## src/rtl/drum_arbiter.sv

```systemverilog
`default_nettype none
// ============================================================================
// Module      : drum_arbiter
// Description : Round-robin arbiter/sequencer sharing one DRUM approximate
//               signed (ones'-complement) multiplier among NREQ requesters.
//               Grant -> operand register -> product register -> response
//               channel with back-pressure.
//               Optional feature macro: DRUM_ARB_FASTPATH_EN (grant in the
//               same cycle as the response handshake, 1 product / 2 cycles).
// Revision    : 1.0 - initial release
// ============================================================================
module drum_arbiter #(
    parameter int NREQ = 4,
    parameter int N    = 8,
    parameter int K    = 6
) (
    input  logic                    clk,
    input  logic                    rst_n,
    input  logic [NREQ-1:0]         req_valid,
    output logic [NREQ-1:0]         req_ready,
    input  logic [NREQ*N-1:0]       req_a,
    input  logic [NREQ*N-1:0]       req_b,
    output logic                    rsp_valid,
    input  logic                    rsp_ready,
    output logic [$clog2(NREQ)-1:0] rsp_id,
    output logic [2*N-1:0]          rsp_data
);

    localparam int c_IW = $clog2(NREQ);
    localparam int c_SW = $clog2(N) + 1;

    localparam logic [1:0] c_IDLE = 2'd0;
    localparam logic [1:0] c_MUL  = 2'd1;
    localparam logic [1:0] c_RESP = 2'd2;

    logic [1:0]      r_state;
    logic [c_IW-1:0] r_last;
    logic [N-1:0]    r_op_a;
    logic [N-1:0]    r_op_b;
    logic [c_IW-1:0] r_op_id;

    logic            w_any;
    logic [c_IW-1:0] w_win;
    logic [c_IW-1:0] w_idx;
    logic            w_grant_ok;
    logic            w_grant;
    logic [N-1:0]    w_sel_a;
    logic [N-1:0]    w_sel_b;

    // Truncate one magnitude DRUM-style: returns {shift, K-bit fragment}.
    // Values with a leading one at or above bit K-1 keep the leading one plus
    // K-1 following bits, with the fragment LSB forced to 1 as the
    // unbiasing term; smaller values pass through exactly.
    function automatic logic [c_SW+K-1:0] f_trunc(input logic [N-1:0] m);
        logic [N-1:0]      sh;
        logic [c_SW-1:0]   s;
        logic              approx;
        logic [K-1:0]      t;
        sh     = m;
        s      = '0;
        approx = 1'b0;
        for (int i = K - 1; i < N; i++) begin
            if (m[i]) begin
                sh     = m >> (i - K + 1);
                s      = c_SW'(i - K + 1);
                approx = 1'b1;
            end
        end
        t = sh[K-1:0];
        if (approx) begin
            t[0] = 1'b1;
        end
        return {s, t};
    endfunction

    // Ones'-complement signed DRUM product of two N-bit operands.
    function automatic logic [2*N-1:0] f_drum(input logic [N-1:0] a, input logic [N-1:0] b);
        logic [N-1:0]      ma;
        logic [N-1:0]      mb;
        logic [c_SW+K-1:0] fa;
        logic [c_SW+K-1:0] fb;
        logic [2*N-1:0]    p;
        ma = a[N-1] ? ~a : a;
        mb = b[N-1] ? ~b : b;
        fa = f_trunc(ma);
        fb = f_trunc(mb);
        p  = (2*N)'(fa[K-1:0]) * (2*N)'(fb[K-1:0]);
        p  = p << fa[c_SW+K-1:K];
        p  = p << fb[c_SW+K-1:K];
        if (a[N-1] ^ b[N-1]) begin
            p = ~p;
        end
        return p;
    endfunction

    // Round-robin search starting just after the last winner, wrapping.
    always_comb begin
        w_any = 1'b0;
        w_win = '0;
        w_idx = '0;
        for (int k = 1; k <= NREQ; k++) begin
            w_idx = c_IW'((int'(r_last) + k) % NREQ);
            if (!w_any && req_valid[w_idx]) begin
                w_any = 1'b1;
                w_win = w_idx;
            end
        end
    end

`ifdef DRUM_ARB_FASTPATH_EN
    assign w_grant_ok = (r_state == c_IDLE) || ((r_state == c_RESP) && rsp_ready);
`else
    assign w_grant_ok = (r_state == c_IDLE);
`endif

    // Reset gating keeps req_ready low while the block is held in reset.
    assign w_grant = rst_n && w_any && w_grant_ok;

    // One-hot grant and operand mux for the current winner.
    always_comb begin
        req_ready = '0;
        w_sel_a   = '0;
        w_sel_b   = '0;
        for (int i = 0; i < NREQ; i++) begin
            if (w_win == c_IW'(i)) begin
                w_sel_a = req_a[i*N +: N];
                w_sel_b = req_b[i*N +: N];
            end
        end
        if (w_grant) begin
            req_ready[w_win] = 1'b1;
        end
    end

    // Sequencer: IDLE (grant) -> MUL (product capture) -> RESP (handshake).
    always_ff @(posedge clk) begin
        if (!rst_n) begin
            r_state   <= c_IDLE;
            r_last    <= c_IW'(NREQ - 1);
            r_op_a    <= '0;
            r_op_b    <= '0;
            r_op_id   <= '0;
            rsp_valid <= 1'b0;
            rsp_id    <= '0;
            rsp_data  <= '0;
        end else begin
            case (r_state)
                c_IDLE: begin
                    if (w_grant) begin
                        r_op_a  <= w_sel_a;
                        r_op_b  <= w_sel_b;
                        r_op_id <= w_win;
                        r_last  <= w_win;
                        r_state <= c_MUL;
                    end
                end
                c_MUL: begin
                    rsp_data  <= f_drum(r_op_a, r_op_b);
                    rsp_id    <= r_op_id;
                    rsp_valid <= 1'b1;
                    r_state   <= c_RESP;
                end
                c_RESP: begin
                    if (rsp_ready) begin
                        rsp_valid <= 1'b0;
                        if (w_grant) begin
                            r_op_a  <= w_sel_a;
                            r_op_b  <= w_sel_b;
                            r_op_id <= w_win;
                            r_last  <= w_win;
                            r_state <= c_MUL;
                        end else begin
                            r_state <= c_IDLE;
                        end
                    end
                end
                default: begin
                    r_state <= c_IDLE;
                end
            endcase
        end
    end

endmodule
`default_nettype wire
```

## config.mk

```make
export PLATFORM = sky130hd
export DESIGN_NAME = drum_arbiter
export DESIGN_NICKNAME = d
export VERILOG_FILES = /design/src/rtl/drum_arbiter.sv
export SDC_FILE = /design/constraint.sdc
export NUM_CORES = 1
export LEC_CHECK = 0
export CAP_MARGIN = 20
export CORE_MARGIN = 4
export CORE_UTILIZATION = 47
export DETAILED_ROUTE_END_ITERATION = 16
export GPL_TIMING_DRIVEN = 1
export PLACE_DENSITY = 0.79
export SLEW_MARGIN = 0
export SYNTH_ARGS = -nofsm -noshare
export SYNTH_HDL_FRONTEND = slang
export SYNTH_SLANG_ARGS = --single-unit
```

## constraint.sdc

```tcl
create_clock -name clk -period 5.22 [get_ports clk]
set_clock_uncertainty 0.1 [all_clocks]
set_input_delay 0.522 -clock clk [delete_from_list [all_inputs] [get_ports clk]]
set_output_delay 0.522 -clock clk [all_outputs]
set_load 0.1 [all_outputs]
```

After elaboration in Yosys (flattened, before gate mapping). Cells that the tools add are included.

Bits in registers: 41. Word-level logic and storage cells: 128. Memories kept: 0. Latch bits: 0. RAM bits: 0. Input bits: 71. ROM bits: 0.

Equality and inequality tests: 7. Multiply operators: 1. Shifts and indexed selects: 2. $lt $le $gt $ge: 6. Div/mod/pow operators: 0. Reduce and logical (&&, ||, !) cells: 16. Multiplexer cells: 80. Add/subtract/negate cells: 4. Bitwise gates (word level): 4.

Operators with widths (count): $mux 8 (14); $mux 6 (8); $pmux 8 s2 (2); $mux 1 (29); $mux 4 (7); $mux 2 (10); $mux 16 (1); $not 16->16 (1); $not 8->8 (2); $shl 12x4->16 (1); $shl 16x4->16 (1); $lt 2x3->1 const B (5); $mul 6x6->12 (1); $bmux 1 s2 (4); $pmux 2 s2 (2); $eq 2x2->1 const B (3); $logic_and 1x1->1 (6); $pmux 2 s3 (1); $reduce_and 2->1 (3); $add 2x1->2 const B (2); $add 2x2->2 const B (2); $eq 2x1->1 const B (2); $logic_not 2->1 (2); $reduce_bool 2->1 (2); 7 further kinds (9).

Longest topological paths before layout. Gate-level depths: netlist (run 1).

Word-level depth: 21. Mapped depth: 21. Mapped depth without buffers: 18.

Worst setup path after synthesis (run 1). OpenSTA, ideal clock, no wires.

Path type: register to register. Start point: register r_op_b[7]. End point: register rsp_data[13]. Arrival time: 4967 ps. Library setup time: 122 ps. Setup slack: 31 ps. Cell stages (with the launch flop): 19. Required time: 4998 ps. Cell sequence: dfxtp_1 > buf_2 > clkbuf_1 > buf_1 > nor2_1 > a21oi_1 > nor2_1 > fa_1 > inv_1 > fa_1 > fa_1 > inv_1 > ha_1 > nor2b_1 > o221a_2 > o221ai_1 > xor2_1 > a21oi_1 > a311o_1.

Cells in the longest elaborated chain, start to end: 14. Elaborated cells between the ends (all ways): 24. Those cells by class: mul (1); shift (2); mux (18); bitwise (3).

Ends and longest elaborated chain: start: declaration (RTL line 39) `logic [N-1:0] r_op_b;`; start signal: assignment (RTL line 151) `r_op_b <= w_sel_b;`; start signal: assignment (RTL line 168) `r_op_b <= w_sel_b;`; $mux 8 (RTL line 84) `mb = b[N-1] ? ~b : b;`; $mux 1 (3 in a row) (RTL line 63) `if (m[i]) begin`; $mux 1 (RTL line 147) `case (r_state)`; $mux 1 (RTL line 137) `if (!rst_n) begin`; $mux 1 (RTL line 70) `if (approx) begin`; $mux 1 (RTL line 147); $mux 1 (RTL line 137); $mul 6x6->12 (RTL line 87) `p = (2*N)'(fa[K-1:0]) * (2*N)'(fb[K-1:0]);`; $shl 12x4->16 (RTL line 88) `p = p << fa[c_SW+K-1:K];`; $shl 16x4->16 (RTL line 89) `p = p << fb[c_SW+K-1:K];`; $not 16->16 (RTL line 91) `p = ~p;`; $mux 16 (*) (RTL line 90) `if (a[N-1] ^ b[N-1]) begin`; end signal: assignment (RTL line 158) `rsp_data <= f_drum(r_op_a, r_op_b);`; end: declaration (RTL line 26) `output logic [2*N-1:0] rsp_data`.

Mark *: on every way between the ends. The rest lies on a longest branch, timed or not. The select of a mux whose other input is x is not followed. A chain may end at the register's enable or synchronous reset.

Worst setup path after layout (run 1).
Start point: register r_op_a[2]. End point: register rsp_data[13].

Cells in the longest elaborated chain, start to end: 13. Elaborated cells between the ends (all ways): 14. Those cells by class: mul (1); shift (2); mux (9); bitwise (2).

Ends and longest elaborated chain: start: declaration (RTL line 38) `logic [N-1:0] r_op_a;`; start signal: assignment (RTL line 150) `r_op_a <= w_sel_a;`; start signal: assignment (RTL line 167) `r_op_a <= w_sel_a;`; $not 8->8 (RTL line 83) `ma = a[N-1] ? ~a : a;`; $mux 8 (*) (RTL line 83); $mux 6 (*) (RTL line 63); $mux 6 (*) (RTL line 147); $mux 6 (*) (RTL line 137); $mux 1 (RTL line 70); $mux 1 (RTL line 147); $mux 1 (RTL line 137); $mul 6x6->12 (*) (RTL line 87); $shl 12x4->16 (*) (RTL line 88); $shl 16x4->16 (*) (RTL line 89); $not 16->16 (RTL line 91); $mux 16 (*) (RTL line 90).

Marked as above.

==> summary.md, run 1 <==
| Metric | Value |
|---|---|
| Total grt overflow | `0` |
| Final instance area | `5274 um^2` |
| Final RePlAce weighted congestion | `0.9110` |
| Data required time at the worst endpoint | `5310 ps` |
| EDFF count, synth | `0` |
| Number of buffers added on ports | `93` |
| Share of synthesized cell area in full adder, half adder and majority cells | `14.41%` |
| Wirelength per Cell | `15.23 um` |
| Die X | `101.4 um` |
| Worst-margin pin slew | `1045 ps` |
| Die Footprint | `10280 um^2` |
| Max IR drop VDD | `0.3037 mV` |
| Worst Setup Slack, final | `292.9 ps` |
| N_diodes | `0` |
| Largest family of logic cells by synthesized area | `simple AND/OR/NAND/NOR gates` |
| Largest cells by area after synthesis | `sky130_fd_sc_hd__dfxtp_1 (20%), sky130_fd_sc_hd__mux2i_1 (10%), sky130_fd_sc_hd__fa_1 (8.3%)` |
| Worst slew margin | `30.35%` |
| Fraction of layout cells with a size suffix above 1 | `10.77%` |
| Number of clock buffers inserted by TritonCTS | `5` |
| Post-Place Worst Slack | `243.7 ps` |
| Number of setup buffers added after CTS | `0` |
| Fraction of the mapped netlist area in compound gates | `18.25%` |
| Tmin final | `4927 ps` |
| Leading cell type in the layout, fill and taps excluded | `sky130_fd_sc_hd__clkdlybuf4s50_1` |
| Path type of the worst setup path | `reg2reg` |
| Final core area utilization | `63.23%` |
| Sink Count | `40` |
| Via total after detailed routing | `3967` |
| Peak fanout along the critical path | `5` |
| Endpoints failing setup | `0` |
| Fillcell total | `728` |
| Portion of the clock cycle consumed by the worst path in the final layout | `94.39%` |
| Synth Instances | `514` |
| Storage cell area | `802.0 um^2` |
| Post-synthesis mux area share | `16.58%` |
| Worst min-delay path category | `reg2reg` |
| Portion of synthesized cell area occupied by the leading cell type | `19.54%` |
| Per-cell via count in the routed design | `5.675` |
| Mean area per synthesized cell | `7.975 um^2` |
| Largest net degree at the start of global routing | `40` |
| Number of antenna violations at the first check in global routing | `0` |
| Total I/O pin count | `94` |
| Total negative setup slack | `0 ps` |
| Worst-Skew Late Latency | `300 ps` |
| P per Cell Area | `598.0 nW/um^2` |
| Arrival time at the worst endpoint | `5020 ps` |
| Starting density of the core | `49.14%` |
| H-Tree Depth | `2` |
| Post-synth top area cell | `sky130_fd_sc_hd__dfxtp_1` |
| DRC violations left | `0` |
| Layout Area Growth over Synthesis | `28.66%` |
| Fraction of registers with async set/reset | `0%` |
| Outcome | `finished clean` |
| Placeable core area | `8341 um^2` |
| Number of storage elements in the synthesis netlist | `40` |
| Slew Viols, Final | `0` |
| Fmax | `203.0 MHz` |
| Post-DP HPWL | `8571 um` |
| 1st-pass router iterations | `4` |
| Number of rows created at floorplan | `33` |
| Number of synthesis warnings | `0` |
| CTS tree | `built` |
| Commonest cells after routing, fill and taps aside | `sky130_fd_sc_hd__clkdlybuf4s50_1 (89), sky130_fd_sc_hd__nor2_1 (61), sky130_fd_sc_hd__mux2i_1 (42)` |
| Nature of the critical path endpoint | `register` |
| Wire length of the first global-routing pass | `17790 um` |
| Chip height | `101.4 um` |
| Post-synthesis simple-gate area fraction | `20.18%` |
| Number of nets produced by synthesis | `622` |
| Final ANT Viol Nets | `0` |
| Post-Place Cell Area | `5119 um^2` |
| Sequential fraction of the synthesis area | `19.54%` |
| Post-synthesis xor/xnor area fraction | `4.701%` |
| Max-Cap Viols | `0` |
| Post-synthesis cell area | `4099 um^2` |
| Post-CTS clock slew at the launch and capture registers of the worst setup and hold paths | `90 ps` |
| Clock root buffer | `sky130_fd_sc_hd__clkbuf_8` |
| Net count of the finished layout | `701` |
| Count of unique library cells instantiated by Yosys | `62` |
| Hold Vio Cnt, Final | `0` |
| Setup repair after global routing missed its margin | `false` |
| Max Buffers Root-to-Sink | `2` |
| Number of violations reported at the end of detailed-routing iteration 0 | `258` |
| Global Route Usage Sum | `21.09%` |
| Post-synth top flop | `sky130_fd_sc_hd__dfxtp_1` |
| Via count of the first global-routing pass | `3873` |
| Crit start category | `register` |
| Pleak | `2.185 nW` |
| Final Routed Wirelength | `10640 um` |
| Area occupied by multi-input gates | `3067 um^2` |
## area by class of cell
type / count / share of cell area, %
clock inverters: 3 / 0.8778
clock buffers: 5 / 1.305
multi-input cells: 407 / 58.15
repair buffers: 105 / 19.55
inverters: 34 / 2.420
well taps: 105 / 2.491
flip-flops and latches: 40 / 15.21
## kinds of logic (layout without fill, tap and decap cells)
family / count (synthesis) / in the layout
XOR/XNOR: 19 / 19
multiplexers: 65 / 65
AO/OA/AOI/OAI: 114 / 114
adder cells (fa/ha/maj): 37 / 37
buffers and inverters: 67 / 147
flip-flops: 40 / 40
AND/OR/NAND/NOR: 172 / 172
## sequential cells by signal, indices dropped and copies added (netlist names)
name and cells:
r_last 2, r_op_a 8, r_op_b 8, r_op_id 2
r_state 2, rsp_data 15, rsp_id 2, rsp_valid 1
## report_power, final
| part | leakage (nW) | internal [mW] | switching (mW) |
|---|---|---|---|
| combinational | 1.80 | 0.979 | 1.48 |
| clock | 0.0548 | 0.144 | 0.120 |
| sequential | 0.330 | 0.369 | 0.0663 |
## Yosys cell counts, drive strengths merged, types with 5 or more instances
cell type  count
a21oi         25
nor2          62
fa            17
clkbuf        25
inv           34
o21ai         34
dfxtp         40
mux2          23
nand2         30
xnor2         14
xor2           5
mux2i         42
nand4          5
buf            8
nand3         25
ha            20
a211oi         8
nand2b        10
nor3           8
## worst paths after layout
check | start | end | slack, ps | cells past startpoint
hold / removal | r_op_id[1] | r_op_id[1] | 360 | 2
hold reg to reg | r_op_id[1] | r_op_id[1] | 360 | 2
setup reg to reg | r_op_a[2] | rsp_data[13] | 290 | 16
setup / recovery | r_op_a[2] | rsp_data[13] | 290 | 16
## worst max-delay path, stage by stage, from the launching register on
cell and delay, ps:
sky130_fd_sc_hd__dfxtp_1 430, sky130_fd_sc_hd__mux2_2 360, sky130_fd_sc_hd__nand2_1 60, sky130_fd_sc_hd__o21ai_1 80, sky130_fd_sc_hd__buf_4 160, sky130_fd_sc_hd__nand2b_1 160, sky130_fd_sc_hd__fa_1 500, sky130_fd_sc_hd__fa_1 530
sky130_fd_sc_hd__fa_1 540, sky130_fd_sc_hd__inv_1 40, sky130_fd_sc_hd__ha_1 330, sky130_fd_sc_hd__nor2b_1 160, sky130_fd_sc_hd__o221a_2 270, sky130_fd_sc_hd__o221ai_1 290, sky130_fd_sc_hd__xor2_1 330, sky130_fd_sc_hd__a21oi_1 130
sky130_fd_sc_hd__a311o_1 340
## metrics by stage
stage / hold WS, ps / total power, mW / cells
CTS: 361.2 / 3.146 / 698
detailed placement: 347.9 / 2.863 / 690
global route: 374.8 / 3.464 / 699
global placement: 342.9 / 2.802 / 690
floorplan: 328.8 / 2.325 / 514
finish: 360.2 / 3.154 / 699
## per-layer routing
metal	track usage, %	vias to the layer above	wire [um]
met2	36.47	139	5146
li1	-	1990	-
met3	4.959	12	692
met1	26.56	1826	4669
met5	0	-	0
met4	5.010	0	136
## what timing repair did
| item | 4_1_cts | 5_1_grt |
|---|---|---|
| hold buffers | 0 | 0 |
| endpoints found under the setup margin | 0 | 3 |
| resized for setup | 0 | 5 |
No activity file was read; power rests on OpenSTA's default activity.
==> inputs of run 2 (changes only) <==
--- a/config.mk
+++ b/config.mk
@@ -6,6 +6,7 @@
 export NUM_CORES = 1
 export LEC_CHECK = 0
 export CAP_MARGIN = 20
+export CORE_ASPECT_RATIO = 0.9
 export CORE_MARGIN = 4
 export CORE_UTILIZATION = 47
 export DETAILED_ROUTE_END_ITERATION = 16
==> run 2 against run 1 <==
  * Non-clock buffer count fell by 1
  * Clock power fell by 25%
  * Critical path depth fell by 1
  * Register-to-register slack barely moved
  * Final cell count rose by 1.7%
  * Global-route usage fell by 0.23 points
  * Worst setup slack got worse by 8.0 ps
  * Critical endpoint unchanged
  * Largest power group unchanged
==> summary.md, run 2 (synthesis results as in run 1) <==
| Metric | Value |
|---|---|
| Worst-Skew Late Latency | `290 ps` |
| Via total after detailed routing | `4024` |
| H-Tree Depth | `2` |
| Number of buffers added on ports | `93` |
| Pleak | `2.159 nW` |
| Via count of the first global-routing pass | `3902` |
| Reg2reg start | `r_op_a[4]` |
| Global Route Usage Sum | `20.86%` |
| Final ANT Viol Nets | `0` |
| Clock root buffer | `sky130_fd_sc_hd__clkbuf_8` |
| Total grt overflow | `0` |
| Arrival time at the worst endpoint | `5030 ps` |
| Number of clock buffers inserted by TritonCTS | `5` |
| Worst slew margin | `34.36%` |
| Fmax | `202.6 MHz` |
| Tmin final | `4935 ps` |
| Fraction of layout cells with a size suffix above 1 | `10.98%` |
| Fraction of power spent switching nets | `53.96%` |
| Post-DP HPWL | `8503 um` |
| Placeable core area | `8528 um^2` |
| Crit start category | `register` |
| Layout Area Growth over Synthesis | `27.75%` |
| Net switching component of the power | `1.694 mW` |
| Worst-margin pin slew | `981.5 ps` |
| Area occupied by multi-input gates | `3070 um^2` |
| Critical path launch point | `r_op_a[4]` |
| Worst min-delay path category | `reg2reg` |
| Total I/O pin count | `94` |
| Max FFs per register | `15` |
| Nature of the critical path endpoint | `register` |
| Endpoints failing setup | `0` |
| Per-cell via count in the routed design | `5.660` |
| Chip height | `96.60 um` |
| Cell count of the worst hold path | `2` |
| Final Routed Wirelength | `10610 um` |
| Starting density of the core | `48.06%` |
| Number of violations reported at the end of detailed-routing iteration 0 | `214` |
| Sink Count | `40` |
| Portion of the clock cycle consumed by the worst path in the final layout | `94.54%` |
| N_diodes | `0` |
| Post-CTS clock slew at the launch and capture registers of the worst setup and hold paths | `80 ps` |
| Max Buffers Root-to-Sink | `2` |
| Minimum setup slack among reg-to-reg paths | `280 ps` |
| Worst Hold Endpoint | `rsp_data[0]` |
| Commonest cells after routing, fill and taps aside | `sky130_fd_sc_hd__clkdlybuf4s50_1 (89), sky130_fd_sc_hd__nor2_1 (61), sky130_fd_sc_hd__mux2i_1 (42)` |
| Die X | `106.4 um` |
| Die Footprint | `10280 um^2` |
| Part of the power in combinational logic | `79.7%` |
| Path type of the worst setup path | `reg2reg` |
| Wire length of the first global-routing pass | `17620 um` |
| Outcome | `finished clean` |
| Endpoint of the worst register-to-register path | `rsp_data[13]` |
| Largest register by flop count | `rsp_data` |
| Largest registers | `rsp_data: 15 flops, r_op_a: 8 flops, r_op_b: 8 flops` |
| Flop pwr share | `13.9%` |
| Largest net degree at the start of global routing | `40` |
| Depth of the worst register-to-register path | `15` |
| Number of setup buffers added after CTS | `0` |
| Hold Vio Cnt, Final | `0` |
| Fillcell total | `739` |
| 1st-pass router iterations | `5` |
| Slew Viols, Final | `0` |
| P per Cell Area | `599.5 nW/um^2` |
| Max-Cap Viols | `0` |
| Net count of the finished layout | `700` |
| Max IR drop VDD | `0.2516 mV` |
| Wirelength per Cell | `14.93 um` |
| CTS tree | `built` |
| Origin of the worst min-delay path | `rsp_data[0]` |
| DRC violations left | `0` |
| CTS hold repair buffers | `0` |
| Final RePlAce weighted congestion | `0.9051` |
| Peak fanout along the critical path | `6` |
| Leading cell type in the layout, fill and taps excluded | `sky130_fd_sc_hd__clkdlybuf4s50_1` |
| Number of antenna violations at the first check in global routing | `0` |
| Data required time at the worst endpoint | `5310 ps` |
| Storage cell area | `804.5 um^2` |
| Internal Dissipation | `1.445 mW` |
| Number of rows created at floorplan | `32` |
| Clock group share of total power | `6.3%` |
| Power after layout | `3.139 mW` |
| Total negative setup slack | `0 ps` |
| Setup repair after global routing missed its margin | `false` |
run 2: power groups by stage:
stage	Clock (mW)	Combinational, mW	Sequential, mW
2_1_floorplan	0	1.68	0.646
3_3_place_gp	0	2.37	0.436
3_5_place_dp	0	2.46	0.440
4_1_cts	0.203	2.49	0.434
5_1_grt	0.211	2.75	0.447
6_report	0.199	2.50	0.437
run 2: worst max path at each step:
stage	to	slack, ps	cells past startpoint
final	rsp_data[13]	280	15
after global routing	rsp_data[13]	10	15
after CTS	rsp_data[13]	110	16
after detailed placement	rsp_data[13]	120	16
after global placement	rsp_data[13]	250	16
after floorplan	rsp_data[13]	30	18
run 2: timing repair:
action / in CTS / in global routing
setup endpoints to repair: 0 / 5
endpoints found under the hold margin: 0 / 0
resized for setup: 0 / 7
run 2: metrics by stage:
| step | worst slack [ps] | cell area (um^2) | cells | hold WS (ps) | utilization [%] |
|---|---|---|---|---|---|
| global route | 13.22 | 5236 | 711 | 392.4 | 61.40 |
| floorplan | 30.79 | 4099 | 514 | 328.8 | - |
| detailed placement | 119.6 | 5136 | 704 | 347.8 | 60.23 |
| global placement | 247.5 | 5136 | 704 | 344.0 | 60.23 |
| CTS | 109.8 | 5218 | 711 | 361.2 | 61.18 |
| finish | 285.0 | 5236 | 711 | 360.1 | 61.40 |
run 2: area by class of cell:
| class | count | area share, % |
|---|---|---|
| clock buffers | 5 | 1.314 |
| clock inverters | 2 | 0.2389 |
| inverters | 34 | 2.437 |
| well taps | 119 | 2.843 |
| multi-input cells | 407 | 58.64 |
| flip-flops and latches | 40 | 15.36 |
| repair buffers | 104 | 19.16 |
run 2: critical path, cell delays in order (launching register included):
cell and delay, ps:
sky130_fd_sc_hd__dfxtp_1 430, sky130_fd_sc_hd__mux2_2 370, sky130_fd_sc_hd__o21ai_2 280, sky130_fd_sc_hd__nor2_1 120, sky130_fd_sc_hd__fa_1 540, sky130_fd_sc_hd__inv_1 60, sky130_fd_sc_hd__fa_1 480, sky130_fd_sc_hd__fa_1 570
sky130_fd_sc_hd__inv_1 50, sky130_fd_sc_hd__ha_1 340, sky130_fd_sc_hd__nor2b_1 170, sky130_fd_sc_hd__o221a_2 270, sky130_fd_sc_hd__o221ai_1 280, sky130_fd_sc_hd__xor2_1 310, sky130_fd_sc_hd__a21oi_1 120, sky130_fd_sc_hd__a311o_1 340
run 2: metal layers:
metal	global-route usage [%]	wire, um
met2	36.66	5001
met4	7.242	252
met5	0	0
met3	4.452	787
met1	25.59	4571
